--- src/rtl/cond_subtractor_pipe_pkg.sv ---
// Shared adder/subtractor defines: default operand and block widths.
// Common to the conditional adder and conditional subtractor pipelines.
package cond_subtractor_pipe_pkg;
   localparam int INPUT_LEN_DEF = 8;
   localparam int BLOCK_LEN_DEF = 4;
endpackage

--- src/rtl/cond_subtractor_pipe_block.sv ---
// cond_sub_block: BLOCK_LEN-bit difference and borrow, computed for
// both borrow-in values so the caller can select late.
module cond_sub_block
   import cond_subtractor_pipe_pkg::*;
#(
   parameter int BLOCK_LEN = BLOCK_LEN_DEF
) (
   input  logic [BLOCK_LEN-1:0] a_i,
   input  logic [BLOCK_LEN-1:0] b_i,
   output logic [BLOCK_LEN-1:0] d0_o,
   output logic                 bo0_o,
   output logic [BLOCK_LEN-1:0] d1_o,
   output logic                 bo1_o
);

   logic [BLOCK_LEN:0] r0;
   logic [BLOCK_LEN:0] r1;
   logic [BLOCK_LEN:0] one;

   assign one = {{BLOCK_LEN{1'b0}}, 1'b1};

   // Extra MSB goes high exactly when the block result is negative.
   assign r0 = {1'b0, a_i} - {1'b0, b_i};
   assign r1 = {1'b0, a_i} - {1'b0, b_i} - one;

   assign d0_o  = r0[BLOCK_LEN-1:0];
   assign bo0_o = r0[BLOCK_LEN];
   assign d1_o  = r1[BLOCK_LEN-1:0];
   assign bo1_o = r1[BLOCK_LEN];

endmodule

--- src/rtl/cond_subtractor_pipe.sv ---
// Two-stage conditional-select subtractor with valid/ready flow control.
// Define COND_SUB_SATURATE_EN to clamp diff to 0 on underflow.
module cond_subtractor_pipe
   import cond_subtractor_pipe_pkg::*;
#(
   parameter int INPUT_LEN = INPUT_LEN_DEF,
   parameter int BLOCK_LEN = BLOCK_LEN_DEF
) (
   input  logic                 clk,
   input  logic                 rst,
   input  logic                 in_valid,
   output logic                 in_ready,
   input  logic [INPUT_LEN-1:0] a,
   input  logic [INPUT_LEN-1:0] b,
   output logic                 out_valid,
   input  logic                 out_ready,
   output logic [INPUT_LEN-1:0] diff,
   output logic                 bout
);

   localparam int HI_LEN = INPUT_LEN - BLOCK_LEN;

   logic [BLOCK_LEN-1:0] lo_d0;
   logic                 lo_b0;
   logic [BLOCK_LEN-1:0] unused_lo_d1;
   logic                 unused_lo_b1;
   logic [HI_LEN-1:0]    hi_d0;
   logic                 hi_b0;
   logic [HI_LEN-1:0]    hi_d1;
   logic                 hi_b1;

   cond_sub_block #(.BLOCK_LEN(BLOCK_LEN)) u_lo (
      .a_i   (a[BLOCK_LEN-1:0]),
      .b_i   (b[BLOCK_LEN-1:0]),
      .d0_o  (lo_d0),
      .bo0_o (lo_b0),
      .d1_o  (unused_lo_d1),
      .bo1_o (unused_lo_b1)
   );

   cond_sub_block #(.BLOCK_LEN(HI_LEN)) u_hi (
      .a_i   (a[INPUT_LEN-1:BLOCK_LEN]),
      .b_i   (b[INPUT_LEN-1:BLOCK_LEN]),
      .d0_o  (hi_d0),
      .bo0_o (hi_b0),
      .d1_o  (hi_d1),
      .bo1_o (hi_b1)
   );

   logic                 s1_v_q;
   logic [BLOCK_LEN-1:0] s1_lo_d_q;
   logic                 s1_lo_b_q;
   logic [HI_LEN-1:0]    s1_hi_d0_q;
   logic                 s1_hi_b0_q;
   logic [HI_LEN-1:0]    s1_hi_d1_q;
   logic                 s1_hi_b1_q;

   logic                 ov_q;
   logic [INPUT_LEN-1:0] diff_q;
   logic                 bout_q;
   logic [INPUT_LEN-1:0] diff_d;
   logic                 bout_d;
   logic                 ld1;
   logic                 ld2;

   assign ld2      = !ov_q || out_ready;
   assign ld1      = !s1_v_q || ld2;
   assign in_ready = ld1;

   always_comb begin
      bout_d = s1_lo_b_q ? s1_hi_b1_q : s1_hi_b0_q;
      diff_d = s1_lo_b_q ? {s1_hi_d1_q, s1_lo_d_q}
                         : {s1_hi_d0_q, s1_lo_d_q};
`ifdef COND_SUB_SATURATE_EN
      if (bout_d) diff_d = '0;
`endif
   end

   always_ff @(posedge clk or posedge rst) begin
      if (rst) begin
         s1_v_q     <= 1'b0;
         s1_lo_d_q  <= '0;
         s1_lo_b_q  <= 1'b0;
         s1_hi_d0_q <= '0;
         s1_hi_b0_q <= 1'b0;
         s1_hi_d1_q <= '0;
         s1_hi_b1_q <= 1'b0;
      end else if (ld1) begin
         s1_v_q <= in_valid;
         if (in_valid) begin
            s1_lo_d_q  <= lo_d0;
            s1_lo_b_q  <= lo_b0;
            s1_hi_d0_q <= hi_d0;
            s1_hi_b0_q <= hi_b0;
            s1_hi_d1_q <= hi_d1;
            s1_hi_b1_q <= hi_b1;
         end
      end
   end

   // Data only moves with a valid token so a stalled result stays put.
   always_ff @(posedge clk or posedge rst) begin
      if (rst) begin
         ov_q   <= 1'b0;
         diff_q <= '0;
         bout_q <= 1'b0;
      end else if (ld2) begin
         ov_q <= s1_v_q;
         if (s1_v_q) begin
            diff_q <= diff_d;
            bout_q <= bout_d;
         end
      end
   end

   assign out_valid = ov_q;
   assign diff      = diff_q;
   assign bout      = bout_q;

endmodule

--- config.mk ---
export PLATFORM = sky130hd
export DESIGN_NAME = cond_subtractor_pipe
export DESIGN_NICKNAME = d
export VERILOG_FILES = /design/src/rtl/cond_subtractor_pipe_pkg.sv /design/src/rtl/cond_subtractor_pipe_block.sv /design/src/rtl/cond_subtractor_pipe.sv
export SDC_FILE = /design/constraint.sdc
export NUM_CORES = 1
export LEC_CHECK = 0
export CAP_MARGIN = 20
export CORE_MARGIN = 3
export CORE_UTILIZATION = 40
export CTS_BUF_LIST = sky130_fd_sc_hd__clkbuf_16
export DETAILED_ROUTE_END_ITERATION = 8
export PLACE_DENSITY = 0.7
export SLEW_MARGIN = 30
export SYNTH_ARGS = -nofsm -noshare
export SYNTH_HDL_FRONTEND = slang
export SYNTH_SLANG_ARGS = --single-unit
--- constraint.sdc ---
create_clock -name clk -period 2.7 [get_ports clk]
set_input_delay 0.405 -clock clk [delete_from_list [all_inputs] [get_ports clk]]
set_output_delay 0.405 -clock clk [all_outputs]
set_load 0.02 [all_outputs]
==> summary.md <==
| Metric | Value |
|---|---|
| Critical path depth in cells | `9` |
| Drt total wl | `2.39 mm` |
| DRT met1 WL | `1.10 mm` |
| # hold bufs at CTS | `0` |
| Global-route wire length before repair | `around 4.3 mm` |
| Filler Cell Count | `between 200 and 300` |
| Area of the multi-input gates | `658 µm²` |
| Worst Tran Pin Value | `0.436 ns` |
| Finished Layout Cells | `204` |
| End of the worst register-to-register path | `s1_hi_b1_q$_DFFE_PP0P_` |
| Synth Register Bits | `26` |
| Maxcap violations | `0` |
| WL met2 | `1.13 mm` |
| Cell count of the worst reg-to-reg path | `4` |
| Crit path DAT | `roughly 2.4 ns` |
| Crit-path most repeated cell | `inv_1` |
| Routability-driven placement congestion ratio | `0.761` |
| Cells after synthesis | `129` |
| Crit share post-route | `82.3%` |
| Final Util | `57.1%` |
| Critical Path RT | `about 2.9 ns` |
| Uppermost layer routed | `met4` |
| Avg WL per Cell | `about 12 µm` |
| Full die area | `4170 µm²` |
| Die W | `64.6 µm` |
| Grt ovf | `0` |
| Reg clk slew, reported paths | `0.06 ns` |
| Area contributors post-synth | `dfrtp_1 47%, ha_1 8.2%, mux2_2 5.7%, nand2_1 5.7%, o21ai_0 4.4%` |
| Avg Cell Area, Syn | `10.6 µm²` |
| H-tree Lvls | `1` |
| Status | `completed` |
| Peak VDD IR | `278 µV` |
| # rows | `20` |
| Pwr dens | `691 nW/µm²` |
| Setup_tns | `0 ns` |
| Gr usage total | `13.4%` |
| Final setup fails | `0` |
| DR pass1 iterations | `2` |
| CTS tree | `built` |
| Vias | `980` |
| # diodes | `0` |
| Clk_lat worst skew | `0.26 ns` |
| Slew HR | `between 70% and 80%` |
| Min cycle time layout | `2.22 ns` |
| Cell Area, Synth | `1370 µm²` |
| RSZ-0062 raised after global routing | `false` |
| Largest net degree at the start of global routing | `27` |
| Final #Nets | `approximately 190` |
| Die height | `between 60 and 70 µm` |
| Num Clock Sinks | `26` |
| Slowest cell on crit path | `clkdlybuf4s50_1` |
| Worst reg2reg path startpoint | `out_valid$_DFFE_PP0P_` |
| Root Buffer Master | `clkbuf_16` |
| CTS resizes | `0` |
| Sequential fraction of the synthesis area | `47.4%` |
| Max-slew violation count | `0` |
| Setup bufs post-CTS | `0` |
| Number of CTS-inserted buffers | `3` |
| Cell taking the most area after synthesis | `dfrtp_1` |
| Initial core utilization | `43.5%` |
| # DRC | `0` |
| Synth warn | `0` |
| Fraction of layout instances using a drive strength above 1 | `10.0%` |
| I/O Buffers | `30` |
| Crit Path Class | `in2reg` |
| Hold Crit Class | `reg2reg` |
| Iter 0 DRT Violations | `24` |
| Worst Skew | `0.00450 ns` |
| Initial antenna violation count | `0` |
| CP top delay family | `adder cells` |
| Crit path to | `s1_hi_d1_q[3]$_DFFE_PP0P_` |
| Final hold violations | `0` |
| Vias per cell | `approximately 4.8` |
| CP Launch Type | `input port` |
| Critical Path Start | `a[4]` |
| Bufs and invs on worst path | `3` |
| CP cell instances | `clkdlybuf4s50_1 -> inv_1 -> ha_1 -> inv_1 -> fa_1 -> xnor2_1 -> nand3_1 -> xnor3_1 -> mux2_2` |
| Synth Area in XOR/XNOR | `3.56%` |
| Post-synthesis simple-gate area fraction | `12.9%` |
| Adder-cell share of the synthesized area | `11.1%` |
| Area grow syn2layout | `31.1%` |
| Mux cell area share after synthesis | `roughly a tenth` |
| CP peak stage delay | `roughly 0.4 ns` |
| Met3 wire len | `85 µm` |
| Syn_nets | `between 150 and 200` |
| Largest family of logic cells by synthesized area | `simple AND/OR/NAND/NOR gates` |
| Worst setup EP type | `flop` |
| Post-DP HPWL | `~1.9 mm` |
| I/O Pins | `31` |
| CTS max path bufs | `2` |
| Placeable Area | `3150 µm²` |
| Unique masters post-synth | `29` |
| Final ANT Viol Nets | `0` |
| Synth top area share | `approximately 47%` |
| Leakage power of the design | `0.000834 µW` |
| F_max | `0.450 GHz` |
| Flop2flop setup slack | `1.31 ns` |
| Vias in the first global route | `990` |
| Critical path peak fanout | `4` |
| Hold WS | `0.477 ns` |
| FF+latch area | `651 µm²` |
| Post-Place Cells | `200` |
| Synth Area in Compound Gates | `11.0%` |
[registers in the layout (all words and copies together), names as in the netlist]
signal / cells
s1_v_q: 1
s1_hi_b1_q: 1
diff: 8
out_valid: 1
s1_hi_d1_q: 4
s1_lo_d_q: 4
s1_lo_b_q: 1
s1_hi_d0_q: 4
bout: 1
s1_hi_b0_q: 1
[worst min-delay path by stage]
stage | from | end | slack (ns) | cells past startpoint
detailed placement | s1_hi_b0_q$_DFFE_PP0P_ | s1_hi_b0_q$_DFFE_PP0P_ | 0.47 | 2
CTS | s1_hi_b0_q$_DFFE_PP0P_ | s1_hi_b0_q$_DFFE_PP0P_ | 0.48 | 2
finish | s1_hi_b0_q$_DFFE_PP0P_ | s1_hi_b0_q$_DFFE_PP0P_ | 0.48 | 2
floorplan | s1_lo_d_q[3]$_DFFE_PP0P_ | s1_lo_d_q[3]$_DFFE_PP0P_ | 0.44 | 2
global placement | s1_lo_d_q[0]$_DFFE_PP0P_ | s1_lo_d_q[0]$_DFFE_PP0P_ | 0.46 | 2
global route | diff[7]$_DFFE_PP0P_ | diff[7]$_DFFE_PP0P_ | 0.50 | 2
[synth_stat cells]
cell type / count
a21boi_0: 2
xnor2_1: 2
fa_1: 2
nand2_1: 21
or3_4: 1
nand2b_1: 4
or2_1: 1
nor2b_1: 1
dfrtp_1: 26
nand3_1: 2
buf_1: 1
o31ai_1: 2
mux2_2: 7
xor2_1: 1
a2111o_1: 1
a21oi_1: 2
xnor3_1: 1
nand3b_1: 1
clkbuf_1: 3
mux2i_1: 5
ha_1: 9
nand2_4: 1
o21ai_1: 3
inv_1: 13
nor3b_1: 1
a21o_2: 2
o211ai_1: 1
o21ai_0: 12
and3b_4: 1
[metal layers]
layer | up-vias | track usage [%]
met4 | 0 | 7.92
met2 | 18 | 21.9
met5 | - | 0
met3 | 5 | 1.91
li1 | 492 | -
met1 | 465 | 16.9
[per-stage QoR]
stage / area [µm²] / setup slack [ns] / total power, µW
global route: 1800 / 0.352 / 1320
floorplan: 1370 / 0.746 / 768
global placement: 1720 / 0.274 / 920
detailed placement: 1720 / 0.173 / 936
finish: 1800 / 0.478 / 1240
CTS: 1800 / 0.457 / 1260
[cells by family after synthesis]
logic type,count (synthesis)
AOI/OAI and AO/OA,25
adders and majority gates,11
DFF,26
and+or+nand+nor,34
buffers and inverters,17
xor gates and xnor gates,4
muxes,12
[cells in the final DEF, fill, tap and decap left out]
| cell | instances |
|---|---|
| a2111o_1 | 1 |
| a21boi_0 | 2 |
| a21o_2 | 2 |
| a21oi_1 | 2 |
| and3b_4 | 1 |
| buf_4 | 1 |
| clkbuf_16 | 3 |
| clkdlybuf4s50_1 | 30 |
| clkinv_1 | 1 |
| dfrtp_1 | 26 |
| fa_1 | 2 |
| ha_1 | 9 |
| inv_1 | 13 |
| mux2_2 | 7 |
| mux2i_1 | 5 |
| nand2_1 | 21 |
| nand2_4 | 1 |
| nand2b_1 | 4 |
| nand3_1 | 2 |
| nand3b_1 | 1 |
| nor2b_1 | 1 |
| nor3b_1 | 1 |
| o211ai_1 | 1 |
| o21ai_0 | 12 |
| o21ai_1 | 3 |
| o31ai_1 | 2 |
| or2_1 | 1 |
| or3_4 | 1 |
| xnor2_1 | 2 |
| xnor3_1 | 1 |
| xor2_1 | 1 |
[worst reg2reg max path, cell delays in order (launching register included)]
cell and delay [ns]:
dfrtp_1 0.39, nand3b_1 0.21, nand2_4 0.20, a2111o_1 0.42, o211ai_1 0.09
[cell type report]
type	count	area share, %
Clock buffer	3	4.17
Clock inverter	1	0.209
Inverter	13	2.71
Multi-Input combinational cell	86	36.6
Sequential cell	26	36.2
Tap cell	44	3.06
Timing Repair Buffer	31	17.1
[power breakdown]
group | leakage [µW] | internal (µW) | switching (µW) | total, µW
combinational | 0.000482 | 204 | 180 | 383
sequential | 0.000314 | 484 | 56.3 | 540
clock | 0.0000385 | 198 | 121 | 319
No activity file was read; power rests on OpenSTA's default activity.
